$ cat config.mk
export PLATFORM = sky130hd
export DESIGN_NAME = level_sequencer
export DESIGN_NICKNAME = d
export VERILOG_FILES = /design/src/rtl/level_sequencer.sv
export SDC_FILE = /design/constraint.sdc
export NUM_CORES = 1
export LEC_CHECK = 0
export CAP_MARGIN = 20
export CORE_MARGIN = 5
export CORE_UTILIZATION = 35
export DETAILED_ROUTE_END_ITERATION = 7
export GPL_ROUTABILITY_DRIVEN = 1
export PLACE_DENSITY_LB_ADDON = 0.25
export SETUP_SLACK_MARGIN = 0.5
export SYNTH_ARGS = -nofsm -noshare
export SYNTH_HDL_FRONTEND = slang
export SYNTH_SLANG_ARGS = --single-unit
$ cat constraint.sdc
create_clock -name clk -period 2.25 [get_ports clk]
set_input_delay 0.3375 -clock clk [delete_from_list [all_inputs] [get_ports clk]]
set_output_delay 0.3375 -clock clk [all_outputs]
set_load 0.03 [all_outputs]
$ cat src/rtl/level_sequencer.sv
// Game-level controller: places the destination rectangle for each level, runs the
// inter-level hold, re-arms the player and flags the win after the last level.
module level_sequencer #(
  parameter int NUM_LEVELS  = 8,
  parameter int HOLD_CYCLES = 25000000,
  parameter int CNT_W       = 25
) (
  input  logic       clk,
  input  logic       rst,
  input  logic       start,
  input  logic       level_complete,
  output logic [9:0] vStartPos,
  output logic [9:0] hStartPos,
  output logic [3:0] rect_color,
  output logic       visible,
  output logic [3:0] level,
  output logic       player_reset,
  output logic       in_transition,
  output logic       game_won
);

  typedef enum logic [1:0] {IDLE, PLAY, HOLD, DONE} state_t;

  state_t           state;
  logic [CNT_W-1:0] hold_cnt;
  logic [3:0]       next_level;

  // Levels 8..15 reuse the position table of level L-8; colour keeps the full index.
  function automatic logic [9:0] h_of(input logic [3:0] l);
    return 10'd64 + 10'(l[2:0]) * 10'd72;
  endfunction

  function automatic logic [9:0] v_of(input logic [3:0] l);
    return 10'd400 - 10'(l[2:0]) * 10'd40;
  endfunction

  assign next_level = level + 4'd1;

  always_ff @(posedge clk) begin
    if (!rst) begin
      state         <= IDLE;
      level         <= 4'd0;
      hold_cnt      <= '0;
      hStartPos     <= 10'd64;
      vStartPos     <= 10'd400;
      rect_color    <= 4'd1;
      visible       <= 1'b0;
      player_reset  <= 1'b0;
      in_transition <= 1'b0;
      game_won      <= 1'b0;
    end else begin
      player_reset <= 1'b0;
      case (state)
        IDLE, DONE: begin
          if (start) begin
            state        <= PLAY;
            level        <= 4'd0;
            hStartPos    <= h_of(4'd0);
            vStartPos    <= v_of(4'd0);
            rect_color   <= 4'd1;
            visible      <= 1'b1;
            player_reset <= 1'b1;
            game_won     <= 1'b0;
          end
        end
        PLAY: begin
          if (level_complete) begin
            state         <= HOLD;
            visible       <= 1'b0;
            in_transition <= 1'b1;
            hold_cnt      <= '0;
          end
        end
        HOLD: begin
          // Completion pulses are deliberately not latched here, even on the exit edge.
          if (hold_cnt == CNT_W'(HOLD_CYCLES - 1)) begin
            in_transition <= 1'b0;
            if (level < 4'(NUM_LEVELS - 1)) begin
              state        <= PLAY;
              level        <= next_level;
              hStartPos    <= h_of(next_level);
              vStartPos    <= v_of(next_level);
              rect_color   <= next_level + 4'd1;
              visible      <= 1'b1;
              player_reset <= 1'b1;
            end else begin
              state    <= DONE;
              game_won <= 1'b1;
            end
          end else begin
            hold_cnt <= hold_cnt + 1'b1;
          end
        end
        default: begin
          state         <= IDLE;
          level         <= 4'd0;
          hold_cnt      <= '0;
          hStartPos     <= 10'd64;
          vStartPos     <= 10'd400;
          rect_color    <= 4'd1;
          visible       <= 1'b0;
          player_reset  <= 1'b0;
          in_transition <= 1'b0;
          game_won      <= 1'b0;
        end
      endcase
    end
  end

endmodule

---- Word level (Yosys, flattened, before mapping) ----
Cells that the tools add are included.
W data, S select, Z words.
word-level totals
  register bits after elaboration ......... 59
  output and inout port bits .............. 32
  logic and storage cells ................. 78
operators by class
  reduce and logical (&&, ||, !) cells .... 10
  muxes and demuxes ....................... 40
  eq/ne operators ......................... 10
  add/sub/neg operators ................... 5
  $lt $le $gt $ge ......................... 1
  multiply operators ...................... 2
operators with widths
  cell                     count
  $mux W10                 6
  $mux W25                 2
  $pmux W25 S2             1
  $pmux W10 S2             2
  $add A25 B1 Y25 const B  1
  $eq A25 B25 Y1 const B   1
  $mux W4                  6
  $pmux W4 S2              2
  $mux W1                  12
  $ne A2 B2 Y1 const B     6
  $reduce_and A4 Y1        3
  $add A7 B10 Y10 const A  1
  $sub A9 B9 Y10 const A   1
  $reduce_and A3 Y1        3
  $add A4 B1 Y4 const B    2
  $mux W2                  4
  $mul A3 B4 Y7 const B    1
  $mul A3 B3 Y6 const B    1
  $pmux W1 S2              3
  $pmux W2 S3              1
  $eq A2 B2 Y1 const B     2
  $lt A4 B3 Y1 const B     1
  $reduce_bool A2 Y1       2
  $pmux W1 S3              1
  other kinds (3)          3

---- Depth between registers and ports, before layout ----
Gate-level depths: netlist of the first run.
  depth in word-level cells ............... 6
  depth in mapped cells ................... 9
  gate-level depth less buffers ........... 8

---- Worst setup path before layout of the first run ----
No wires, ideal clock.
  kind .................................... register -> register
  start ................................... reg level[0]
  end ..................................... reg vStartPos[8]
  cell stages (with the launch flop) ...... 10
  data required time ...................... 2133 ps
  clock period less this slack ............ 2323 ps
  data arrival time ....................... 2206 ps
  path slack .............................. -73 ps
  cells stage by stage .................... dfxtp_1 clkbuf_1 inv_1 ha_1 inv_1 ha_1 ha_1 o21ai_0 xor2_1 o22a_1
between the ends
  longest elaborated chain between the ends .. 6
ends and longest elaborated chain
  what                      line  text
  start: declaration        16    output logic [3:0] level,
  start signal: assignment  80    level <= next_level;
  $add A4 B1 Y4             37    assign next_level = level + 4'd1;
  $mul A3 B3 Y6             34    return 10'd400 - 10'(l[2:0]) * 10'd40;
  $sub A9 B9 Y10            34
  $mux W10                  78    if (level < 4'(NUM_LEVELS - 1)) begin
  $mux W10                  76    if (hold_cnt == CNT_W'(HOLD_CYCLES - 1)) begin
  $pmux W10 S2              53    case (state)
  end signal: assignment    59    vStartPos <= v_of(4'd0);
  end signal: assignment    82    vStartPos <= v_of(next_level);
  end: declaration          12    output logic [9:0] vStartPos,
Several ways; a longest one is shown, not always the timed one. The select of a mux whose other input is x is not followed.
A chain may end at the register's enable or synchronous reset.

---- Final worst setup path of the first run ----
  start ................................... reg hold_cnt[5]
  end ..................................... reg hold_cnt[18]
between the ends
  longest elaborated chain between the ends .. 3
ends and longest elaborated chain
  what                                                      line    text
  start: declaration                                        25      logic [CNT_W-1:0] hold_cnt;
  start signal: assignment                                  91      hold_cnt <= hold_cnt + 1'b1;
  $add A25 B1 Y25 / $eq A25 B25 Y1 (equally long branches)  91, 76
  $mux W25 / $ne A2 B2 Y1 (equally long branches)           --
  $pmux W25 S2 / $reduce_and A3 Y1 (equally long branches)  --
Several ways; a longest one is shown, not always the timed one. The select of a mux whose other input is x is not followed.

==> results.yml, run 1 <==
timing:
  maxSlewViolCount: 0
  clock.fmax_mhz: 539
  grt_setup_unrepaired: "true"
  fin_crit_ns: 1.85
  hold_viol: 0
  timing.final.crit_share_pct: 82.4
  finalSetupTns_ns: 0
  skew_ns: 0.0162
  setup_viol: 0
  worst_slack_ns: 0.396
floorplanning:
  core_area_um2: 7140
  initial_core_util_pct: 35.5
  fp.dieH_um: 95.1
  die-area_um2: 9040
  ios: 36
  fp-row-count: 31
  die_w_um: 95.1
global_route:
  antenna_found_initial: 0
  grt_max_degree: 15
  grt-ovfl-total: 0
  grt_pass1_wl_um: 11100
  grt.total_usage_pct: 15.4
  grt_pass1_vias: 2369
flow_run:
  cap_violations: 0
detailed_routing:
  drt-initial-drc-count: 138
  drc_errors: 0
  via_per_inst: 5.09
  ant_nets: 0
  dr.pass1.iters: 4
  wl_um: 6460
  vias: 2340
  wl_per_cell_um: 14.0
worst_setup_path:
  crit_top_cell: "or4_4"
  crit_start: "hold_cnt[5]"
  start_kind: "register"
  timing.rr.end: "hold_cnt[18]"
  crit_type: "register to register"
  slowest_stage: "or4_4"
  rrSetupSlack_ns: 0.40
  ff2ff_path_depth: 4
  path_cells: "nand4_1 -> or4_4 -> or4_4 -> a21oi_2"
  arrival_ns: 2.08
  critPathMaxFanout: 7
  max_stage_delay_ns: 0.62
  critPathCapture: "hold_cnt[18]"
  required_ns: 2.48
  critical_path_cell_count: 4
  cpLargestDelayFamily: "simple AND/OR/NAND/NOR gates"
  path_buf_inv: 0
  timing.rr.start: "hold_cnt[5]"
  endpoint_kind: "register"
power_and_ir_drop:
  p_switching_mw: 0.566
  power.total_mw: 1.86
  p_per_area_nw_per_um2: 508
  pwr-share-seq_pct: 45.2
  pwr-share-comb_pct: 27.8
  intPower_mw: 1.30
  leakage_nw: 1.38
  p_sw_share_pct: 30.4
  peakVddDrop_mv: 0.326
  pwr-share-clk_pct: 27.0
clock_tree:
  cts_sinks: 46
  clkSlewWorstSetupHoldPaths_ns: 0.09
  cts_tree: "done"
  htreeDepth: 2
  clock_path_buffers: 2
  cts_root_buf: "clkbuf_8"
  cts_made_buffers: 5
  insertion_delay_ns: 0.30
synthesis:
  synth_area_leaders: "dfxtp_1 36%, xnor2_1 7.3%, ha_1 4.0%"
  ys.flop_type: "dfxtp_1"
  synth_most_common_cell: "dfxtp_1"
  synth.distinct_cells: 55
  synth_commonest_cells: "46 x dfxtp_1, 25 x nand2_1, 22 x nor2_1"
  yosysWarnings: 0
  netlist_instances: 295
  synth_top_area_share_pct: 36.4
  synth_edf_count: 0
  syn_area_per_cell_um2: 8.58
  synthArstFlopShare_pct: 0
  ys_seq_area_share_pct: 36.4
  synth_seq_cells: 46
  synth_area_leader_cell: "dfxtp_1"
  syn_area_um2: 2530
placed_design:
  gp_congestion: 0.810
  dp_slack_ns: 0.223
  io_buffers: 29
  hpwl_um: 4350
  postPlaceCellArea_um2: 3070
min_path:
  min_path_cells: 2
  min-delay-start: "vStartPos[5]"
  min_path_type: "register to register"
layout:
  drive_gt1_share_pct: 34.9
  diodes: 0
  syn2layout_area_growth_pct: 44.8
  nets: 372
  fin_area_um2: 3670
run_status:
  status: "complete, no violations"
[repair_timing]
action	CTS	global route
endpoints found under the setup margin	46	42
gates resized for setup	41	34
cloned	2	0
setup buffers	27	6
hold endpoints to repair	0	0
hold buffers	0	0
pin swaps	21	20
[sequential cells by signal (all words and copies together), names as in the netlist]
| signal | cells |
|---|---|
| hold_cnt | 25 |
| state | 2 |
| game_won | 1 |
| rect_color | 4 |
| player_reset | 1 |
| visible | 1 |
| vStartPos | 6 |
| hStartPos | 1 |
| level | 4 |
| in_transition | 1 |
[power groups by stage]
stage | clock [mW] | combinational [mW] | sequential [mW]
after floorplan | 0 | 0.254 | 0.889
after global placement | 0 | 0.354 | 0.864
after detailed placement | 0 | 0.356 | 0.864
after CTS | 0.520 | 0.467 | 0.850
after global routing | 0.560 | 0.563 | 0.847
final | 0.503 | 0.518 | 0.842
[layout make-up]
cell class / count / area, µm²
Sequential cell: 46 / 971
Timing Repair Buffer: 74 / 659
Clock buffer: 6 / 72.6
Clock inverter: 2 / 13.8
Multi-Input combinational cell: 216 / 1760
Tap cell: 99 / 124
Inverter: 17 / 68.8
Fill cell: 668 / 3470
[worst min-delay path: cells and delay by family, from the launching register on]
family / cells / cell delay [ns]
AOI/OAI and AO/OA: 1 / 0.07
buffers and inverters: 1 / 0.05
DFF: 1 / 0.32
[routing by layer]
layer  track usage, %  part of all wire [%]
met5                0                     0
met4             4.93                   1.5
met3             3.39                   2.9
met1             19.2                    45
met2             26.2                    51
[layout by cell type, fill, tap and decap left out, types with 4 or more instances in the layout]
master           count
or3_1                4
o22ai_1              5
nand2_1             23
nor4_4               5
dfxtp_4             11
a21oi_1              5
ha_4                 6
xnor2_1             21
nor2_1              21
nor3_4               4
o21ai_1              5
dfxtp_1             28
clkbuf_8             5
nand3_1             19
dlygate4sd2_1        8
or4_1                4
buf_4               40
inv_1               13
clkdlybuf4s50_1     19
dfxtp_2              7
conb_1               6
nand4_1              9
[through the flow]
step                std cells  hold slack (ns)  utilization, %
CTS                       454            0.476            48.9
detailed placement        417            0.462            43.0
floorplan                 300            0.452               -
global placement          417            0.459            43.0
finish                    460            0.473            51.4
global route              460            0.504            51.4
[how the worst min path moves through the flow]
stage | endpoint | slack (ns)
after floorplan | hold_cnt[20] | 0.45
after global placement | vStartPos[5] | 0.46
after detailed placement | rect_color[3] | 0.46
after CTS | rect_color[3] | 0.48
after global routing | vStartPos[9] | 0.50
final | vStartPos[5] | 0.47
[kinds of logic (layout without fill, tap and decap cells)]
kind of cell	after synthesis	after routing	synth area share (%)
compound gates	47	47	13.2
xor+xnor	22	22	7.61
fa+ha+maj	8	8	3.95
buf+inv	39	99	8.15
flops	46	46	36.4
mux	7	7	2.91
other cells	1	6	0.148
simple gates	125	126	27.7
Note: power is estimated with default switching activity, not from simulation.
==> run 2, diff against run 1 <==
==> constraint.sdc (replaced) <==
create_clock -name clk -period 1.7 [get_ports clk]
set_input_delay 0.255 -clock clk [delete_from_list [all_inputs] [get_ports clk]]
set_output_delay 0.255 -clock clk [all_outputs]
set_load 0.03 [all_outputs]
==> run 2 against run 1 <==
Net effect: the run now ends with setup timing left; sequential share of layout area decreased by 2.3 points; largest cell class unchanged; sequential power increased by 33%; clock skew decreased by 0.0056 ns; global-route usage increased by 1.3 points; power increased by 42%; non-clock buffer count increased by 42; utilization increased by 4.8 points; clock-buffer cell count unchanged; cell count increased by 9.1%; via count increased by 6.8%; register-to-register slack got worse by 0.44 ns; fmax increased by 6.3%.
==> results.yml, run 2 (synthesis results as in run 1) <==
detailed_routing:
  ant_nets: 0
  via_per_inst: 4.98
  vias: 2498
  wl_um: 6970
  dr.pass1.iters: 4
  drc_errors: 0
  wl_per_cell_um: 13.9
  drt-initial-drc-count: 91
floorplanning:
  core_area_um2: 7140
  die-area_um2: 9040
  fp.dieH_um: 95.1
  fp-row-count: 31
  die_w_um: 95.1
  ios: 36
  initial_core_util_pct: 35.5
timing:
  skew_ns: 0.0106
  hold_viol: 0
  worst_slack_ns: -0.0434
  fin_crit_ns: 1.74
  maxSlewViolCount: 0
  timing.final.crit_share_pct: 103
  whs_ns: 0.461
  clock.fmax_mhz: 574
  setup_viol: 20
  grt_setup_unrepaired: "true"
  finalSetupTns_ns: -0.443
worst_setup_path:
  critPathCapture: "vStartPos[7]"
  ff2ff_path_depth: 7
  arrival_ns: 1.94
  timing.rr.end: "vStartPos[7]"
  endpoint_kind: "register"
  path_cells: "inv_2 -> ha_4 -> mux2_4 -> nand2_2 -> o31a_1 -> nand2_4 -> o22a_1"
  max_stage_delay_ns: 0.39
  rrSetupSlack_ns: -0.04
  slowest_stage: "dfxtp_4"
  crit_type: "register to register"
  start_kind: "register"
  critPathMaxFanout: 9
  crit_start: "state[0]"
  required_ns: 1.90
  timing.rr.start: "state[0]"
layout:
  mostFrequentLayoutCells: "76 x buf_4, 23 x dfxtp_1, 22 x nand2_1"
  syn2layout_area_growth_pct: 58.4
  drive_gt1_share_pct: 49.9
  reg_top3: "hold_cnt x25, vStartPos x6"
  seq_area_um2: 970
  final_common_cell: "buf_4"
  largest_reg_flops: 25
  multi_input_area_um2: 1810
  diodes: 0
  fill_cells: 677
  nets: 414
  regMostFlops: "hold_cnt"
power_and_ir_drop:
  pwr-share-comb_pct: 26.4
  p_per_area_nw_per_um2: 661
  p_sw_share_pct: 29.5
  intPower_mw: 1.87
  peakVddDrop_mv: 0.460
  pwr-share-clk_pct: 31.4
  leakage_nw: 1.62
  pwr-share-seq_pct: 42.3
  p_switching_mw: 0.782
global_route:
  antenna_found_initial: 0
  grt_max_degree: 15
  grt.total_usage_pct: 16.7
  grt_pass1_wl_um: 12100
  grt_pass1_vias: 2657
  grt-ovfl-total: 0
clock_tree:
  insertion_delay_ns: 0.30
  cts_sinks: 46
  htreeDepth: 2
  clkSlewWorstSetupHoldPaths_ns: 0.09
  cts_made_buffers: 5
  clock_path_buffers: 2
  cts_root_buf: "clkbuf_8"
  cts_tree: "done"
  cts_hold_buf: 0
placed_design:
  hpwl_um: 5160
  gp_congestion: 0.821
  io_buffers: 29
flow_run:
  cap_violations: 0
min_path:
  min_path_type: "register to register"
run_status:
  status: "finished with violations"
  violations: "setup timing"
run 2: worst max-delay path: cells and delay by family, from the launching register on:
family,cells,cell delay [ns]
mux,1,0.32
flops,1,0.39
fa+ha+maj,1,0.27
buf+inv,1,0.05
compound gates,2,0.43
simple gates,2,0.20
run 2: final cells by class:
type	count	share of cell area [%]
Clock buffer	6	1.81
Clock inverter	2	0.936
Inverter	17	1.72
Multi-Input combinational cell	216	45.0
Sequential cell	46	24.2
Tap cell	99	3.09
Timing Repair Buffer	116	23.2
run 2: worst min path at each step:
| stage | end | startpoint | slack [ns] | cells past startpoint |
|---|---|---|---|---|
| 2_1_floorplan | hold_cnt[20] | hold_cnt[20] | 0.45 | 2 |
| 3_3_place_gp | vStartPos[5] | vStartPos[5] | 0.46 | 2 |
| 3_5_place_dp | rect_color[3] | rect_color[3] | 0.46 | 2 |
| 4_1_cts | rect_color[3] | rect_color[3] | 0.47 | 2 |
| 5_1_grt | in_transition | in_transition | 0.49 | 2 |
| 6_report | in_transition | in_transition | 0.46 | 2 |
run 2: power groups by stage:
stage	sequential [mW]	clock (mW)	combinational [mW]
final	1.12	0.832	0.699
after global routing	1.13	0.907	0.752
after CTS	1.12	0.873	0.677
after detailed placement	1.15	0	0.638
after global placement	1.15	0	0.633
after floorplan	1.18	0	0.377
run 2: per-layer routing:
layer  up-vias  share of wire, %  GRT usage, %
met3         8               2.8          2.92
li1       1254                 -             -
met1      1198                44          20.1
met2        38                52          30.0
met4         0               1.3          5.29
met5         -                 0             0
run 2: metrics by stage:
step	instances	power, mW	setup WS, ns	cell area [µm²]	util, %
after global routing	502	2.79	-0.133	4010	56.2
after CTS	498	2.67	-0.0380	3930	55.0
after global placement	479	1.78	-0.126	3720	52.1
final	502	2.65	-0.0434	4010	56.2
after detailed placement	479	1.79	-0.149	3720	52.1
after floorplan	300	1.56	-0.0779	2910	-
run 2: repair_timing:
action,4_1_cts,5_1_grt
resized for setup,164,17
endpoints found under the setup margin,72,57
hold endpoints to repair,0,0
buffers inserted,9,4
gates cloned,2,0
pin swaps,14,20
==> run 3, diff against run 2 <==
--- a/config.mk
+++ b/config.mk
@@ -10,8 +10,9 @@
 export CORE_UTILIZATION = 35
 export DETAILED_ROUTE_END_ITERATION = 7
 export GPL_ROUTABILITY_DRIVEN = 1
-export PLACE_DENSITY_LB_ADDON = 0.25
+export PLACE_DENSITY = 0.55
 export SETUP_SLACK_MARGIN = 0.5
+export SKIP_LAST_GASP = 1
 export SYNTH_ARGS = -nofsm -noshare
 export SYNTH_HDL_FRONTEND = slang
 export SYNTH_SLANG_ARGS = --single-unit
==> run 3 against run 2 <==
Net effect: the flow still finishes with violations (setup timing); via count rose by 1.0%; sequential share of layout area shrank 1.1 points; first-iteration DRC count shrank 33%; clock-buffer cell count stayed put; global-route usage shrank 0.59 points; hold slack better by 0.0066 ns; clock skew grew 0.0011 ns; design area up 4.7%; power increased by 3.3%; largest power group unchanged.
==> results.yml, run 3 (synthesis results as in run 1) <==
worst_setup_path:
  crit_start: "hold_cnt[5]"
  rrSetupSlack_ns: -0.11
  ff2ff_path_depth: 8
  endpoint_kind: "register"
  required_ns: 1.94
  max_stage_delay_ns: 0.52
  timing.rr.start: "hold_cnt[5]"
  crit_type: "register to register"
  start_kind: "register"
  critPathMaxFanout: 6
  slowest_stage: "or4_4"
  timing.rr.end: "hold_cnt[18]"
  arrival_ns: 2.05
  path_cells: "buf_4 -> and3_4 -> nand4_1 -> buf_6 -> o31ai_4 -> buf_12 -> or4_4 -> a21oi_2"
  critPathCapture: "hold_cnt[18]"
timing:
  setup_viol: 20
  skew_ns: 0.0116
  finalSetupTns_ns: -0.923
  grt_setup_unrepaired: "true"
  hold_viol: 0
  maxSlewViolCount: 0
  worst_slack_ns: -0.111
  timing.final.crit_share_pct: 107
  clock.fmax_mhz: 552
  fin_crit_ns: 1.81
layout:
  drive_gt1_share_pct: 53.1
  syn2layout_area_growth_pct: 65.9
  final_core_util_pct: 58.9
  multi_input_area_um2: 1920
  regMostFlops: "hold_cnt"
  largest_reg_flops: 25
  seq_area_um2: 968
  nets: 418
  fill_cells: 633
  reg_top3: "hold_cnt x25, vStartPos x6"
  mostFrequentLayoutCells: "70 x buf_4, 26 x dfxtp_1, 23 x buf_6"
  final_common_cell: "buf_4"
  diodes: 0
floorplanning:
  initial_core_util_pct: 35.5
  die_w_um: 95.1
  fp.dieH_um: 95.1
  fp-row-count: 31
  ios: 36
  die-area_um2: 9040
  core_area_um2: 7140
detailed_routing:
  wl_per_cell_um: 14.1
  wl_um: 7160
  via_per_inst: 4.99
  drc_errors: 0
  ant_nets: 0
  dr.pass1.iters: 4
  drt-initial-drc-count: 61
  vias: 2524
clock_tree:
  clkSlewWorstSetupHoldPaths_ns: 0.09
  cts_sinks: 46
  cts_hold_buf: 0
  insertion_delay_ns: 0.30
  htreeDepth: 2
  clock_path_buffers: 2
  cts_tree: "done"
  cts_made_buffers: 5
  cts_root_buf: "clkbuf_8"
placed_design:
  io_buffers: 29
  gp_congestion: 0.809
  hpwl_um: 4950
flow_run:
  cap_violations: 0
global_route:
  grt_pass1_vias: 2433
  grt-ovfl-total: 0
  grt_max_degree: 15
  grt.total_usage_pct: 16.1
  antenna_found_initial: 0
  grt_pass1_wl_um: 11500
run_status:
  status: "finished with violations"
  violations: "setup timing"
power_and_ir_drop:
  peakVddDrop_mv: 0.413
  leakage_nw: 1.76
  p_per_area_nw_per_um2: 653
min_path:
  min_path_type: "register to register"
==> run 3: cell count changes in the layout (fill, tap and decap cells not counted), sizes merged <==
cell / previous run / this run
clkbuf: 7 / 9
buf: 111 / 113
clkdlybuf4s18: 1 / 0
clkdlybuf4s15: 0 / 1
==> run 3: layout make-up <==
type / count / share of cell area, %
clock buffer: 6 / 1.73
clock inverter: 2 / 0.894
inverter: 17 / 1.70
multi-input combinational: 216 / 45.6
sequential: 46 / 23.1
tap: 99 / 2.95
timing repair buffer: 120 / 24.1
==> run 3: how the worst min path moves through the flow <==
stage	from	end	slack, ns	cells after the start
finish	in_transition	in_transition	0.47	2
global route	in_transition	in_transition	0.49	2
CTS	in_transition	in_transition	0.47	2
detailed placement	rect_color[3]	rect_color[3]	0.46	2
global placement	rect_color[3]	rect_color[3]	0.46	2
floorplan	hold_cnt[20]	hold_cnt[20]	0.45	2
==> run 3: worst max-delay path, delay by kind of cell (launching register included) <==
| kind | cells | cell delay, ns |
|---|---|---|
| AO/OA/AOI/OAI | 2 | 0.18 |
| AND/OR/NAND/NOR | 3 | 0.82 |
| flip-flops | 1 | 0.33 |
| buffers and inverters | 3 | 0.42 |
==> run 3: what timing repair did <==
| action | 4_1_cts | 5_1_grt |
|---|---|---|
| resized for setup | 181 | 30 |
| gates cloned | 2 | 2 |
| setup endpoints to repair | 72 | 54 |
| buffers inserted | 13 | 9 |
| pin swaps | 28 | 27 |
==> run 3: metal layers <==
metal,part of all wire [%],routed length (µm),vias to the layer above,GRT usage (%)
met3,2.7,191,9,2.60
met2,51,3650,37,27.3
met1,45,3210,1204,20.4
met5,0,0,-,0
met4,1.5,106,0,6.37
li1,-,-,1274,-
==> run 3: report_power, final <==
group	leakage (nW)	internal (mW)	switching (mW)
sequential	0.384	1.10	0.0219
clock	0.0514	0.439	0.392
combinational	1.33	0.391	0.401
==> run 3: stage by stage <==
| stage | hold WS, ns | cells | power (mW) | instance area (µm²) | worst slack, ns |
|---|---|---|---|---|---|
| finish | 0.468 | 506 | 2.74 | 4200 | -0.111 |
| global route | 0.487 | 506 | 2.86 | 4200 | -0.174 |
| global placement | 0.458 | 472 | 1.76 | 3650 | -0.131 |
| detailed placement | 0.462 | 472 | 1.76 | 3650 | -0.162 |
| floorplan | 0.452 | 300 | 1.56 | 2910 | -0.0779 |
| CTS | 0.467 | 495 | 2.69 | 3960 | -0.0530 |
==> variant: new RTL, flow settings as in run 1 <==
Set the parameter `CNT_W` to 33 (it was 25).
--- a/src/rtl/level_sequencer.sv
+++ b/src/rtl/level_sequencer.sv
@@ -4,5 +4,5 @@
   parameter int NUM_LEVELS  = 8,
   parameter int HOLD_CYCLES = 25000000,
-  parameter int CNT_W       = 25
+  parameter int CNT_W       = 33
 ) (
   input  logic       clk,
Check against the original RTL: no difference found for any inputs over 10 cycles, from zero or initial values and one cycle with rst low; that may be too few to reach the edited logic, so the function may still have changed.
==> variant against run 1 <==
The flow now finishes with violations (negative setup slack); wire length up 45%; combinational power up 31%; total power grew 25%; setup slack got worse by 0.41 ns; count of clock-buffer cells in the layout increased by 2; clock skew decreased by 0.0042 ns; largest power group unchanged; critical path depth grew 2; area after synthesis grew 25%; cell area rose by 15%; core utilization is 3.5 points lower; sequential cell count is 8 higher; clock power rose by 27%.
==> variant: results (changes against run 1) <==
* Adder-Cell Fraction of Synth Area at 0.0355 (was 0.0395)
* Static Leak at 1.65 nW (was 1.38 nW)
* WP data arrival at 2.47 ns (was 2.08 ns)
* Peak VDD IR at 0.326 mV (about the same)
* Fillcell total at 841 (was 668)
* Largest net degree at the start of global routing at 18 (was 15)
* Synth cell count leaders: dfxtp_1 (54), nand2_1 (46), nand3_1 (25) (was dfxtp_1 (46), nand2_1 (25), nor2_1 (22))
* Final Setup Violations at 2 (was 0)
* Worst skew pair latency at 0.32 ns (was 0.30 ns)
* All-Layer GR Usage at 0.166 (was 0.154)
* Register area share after synthesis at 0.341 (was 0.364)
* Sum Neg Setup Slack at -0.0180 ns (was 0 ns)
* XOR/XNOR share of the synthesized area at 0.0249 (was 0.0761)
* Crit path max fanout at 6 (was 7)
* Final nets at 464 (was 372)
* Mux contribution to synthesized area at 0.0517 (was 0.0292)
* Top flop regs: hold_cnt: 33 flops, vStartPos: 6 flops (was hold_cnt: 25 flops, vStartPos: 6 flops)
* Clk power at 0.641 mW (was 0.503 mW)
* Post-synthesis cell type count at 57 (was 55)
* Worst Slack Setup Final at -0.0112 ns (was 0.396 ns)
* Status: complete, but fails checks (was finished, final reports clean)
* Compound-Gate Fraction of Synth Area at 0.184 (was 0.132)
* Place WS at -0.0591 ns (was 0.223 ns)
* Total wire length at 9370 um (was 6460 um)
* Top post-synthesis cells by area: dfxtp_1 (34%), nand2_1 (5.4%), mux2i_1 (4.1%) (was dfxtp_1 (36%), xnor2_1 (7.3%), ha_1 (4.0%))
* Violated checks: negative setup slack
## variant: changes by cell type in the layout (fill, tap and decap cells not counted), sizes merged, moves of 6 or more
| cell | delta |
|---|---|
| a31oi | +7 |
| nand2 | +22 |
| a21oi | +11 |
| dfxtp | +8 |
| mux2i | +9 |
| inv | -7 |
| xnor2 | -17 |
| nor3 | +6 |
## variant: what timing repair did
| item | in CTS | in global routing |
|---|---|---|
| pin swaps | 5 | 7 |
| buffers inserted | 3 | 6 |
| gates resized for setup | 35 | 17 |
| gates cloned | 2 | 0 |
| endpoints found under the setup margin | 62 | 55 |
## variant: layer usage
metal / routed length (um) / part of all wire / global-route usage
met5: 0 / 0 / 0
met4: 132 / 0.014 / 0.0384
met3: 360 / 0.038 / 0.0277
met2: 4380 / 0.47 / 0.267
met1: 4500 / 0.48 / 0.233
## variant: layout make-up
class	count	area, um2	share of cell area
multi-input combinational	299	2130	0.508
sequential	54	1090	0.260
timing repair buffer	79	677	0.161
tap	108	135	0.0322
clock buffer	8	110	0.0262
inverter	12	48.8	0.0116
## variant: final timing paths
check / from / endpoint / slack (ns) / cells past startpoint
min: in_transition / in_transition / 0.48 / 2
min reg2reg: in_transition / in_transition / 0.48 / 2
max reg2reg: hold_cnt[32] / state[1] / -0.01 / 6
max: hold_cnt[32] / state[1] / -0.01 / 6
## variant: stage by stage
step / total power, mW / hold slack [ns] / area, um2
after CTS: 2.28 / 0.478 / 4070
final: 2.32 / 0.478 / 4200
after global routing: 2.41 / 0.497 / 4200
after detailed placement: 1.58 / 0.457 / 3800
after global placement: 1.57 / 0.456 / 3800
after floorplan: 1.41 / 0.433 / 3260
## variant: worst max-delay path: stages (launching register included)
cell	delay, ns
dfxtp_2	0.33
or4_1	0.51
or4_4	0.48
or3_4	0.39
buf_6	0.15
a221oi_2	0.20
o32ai_1	0.09
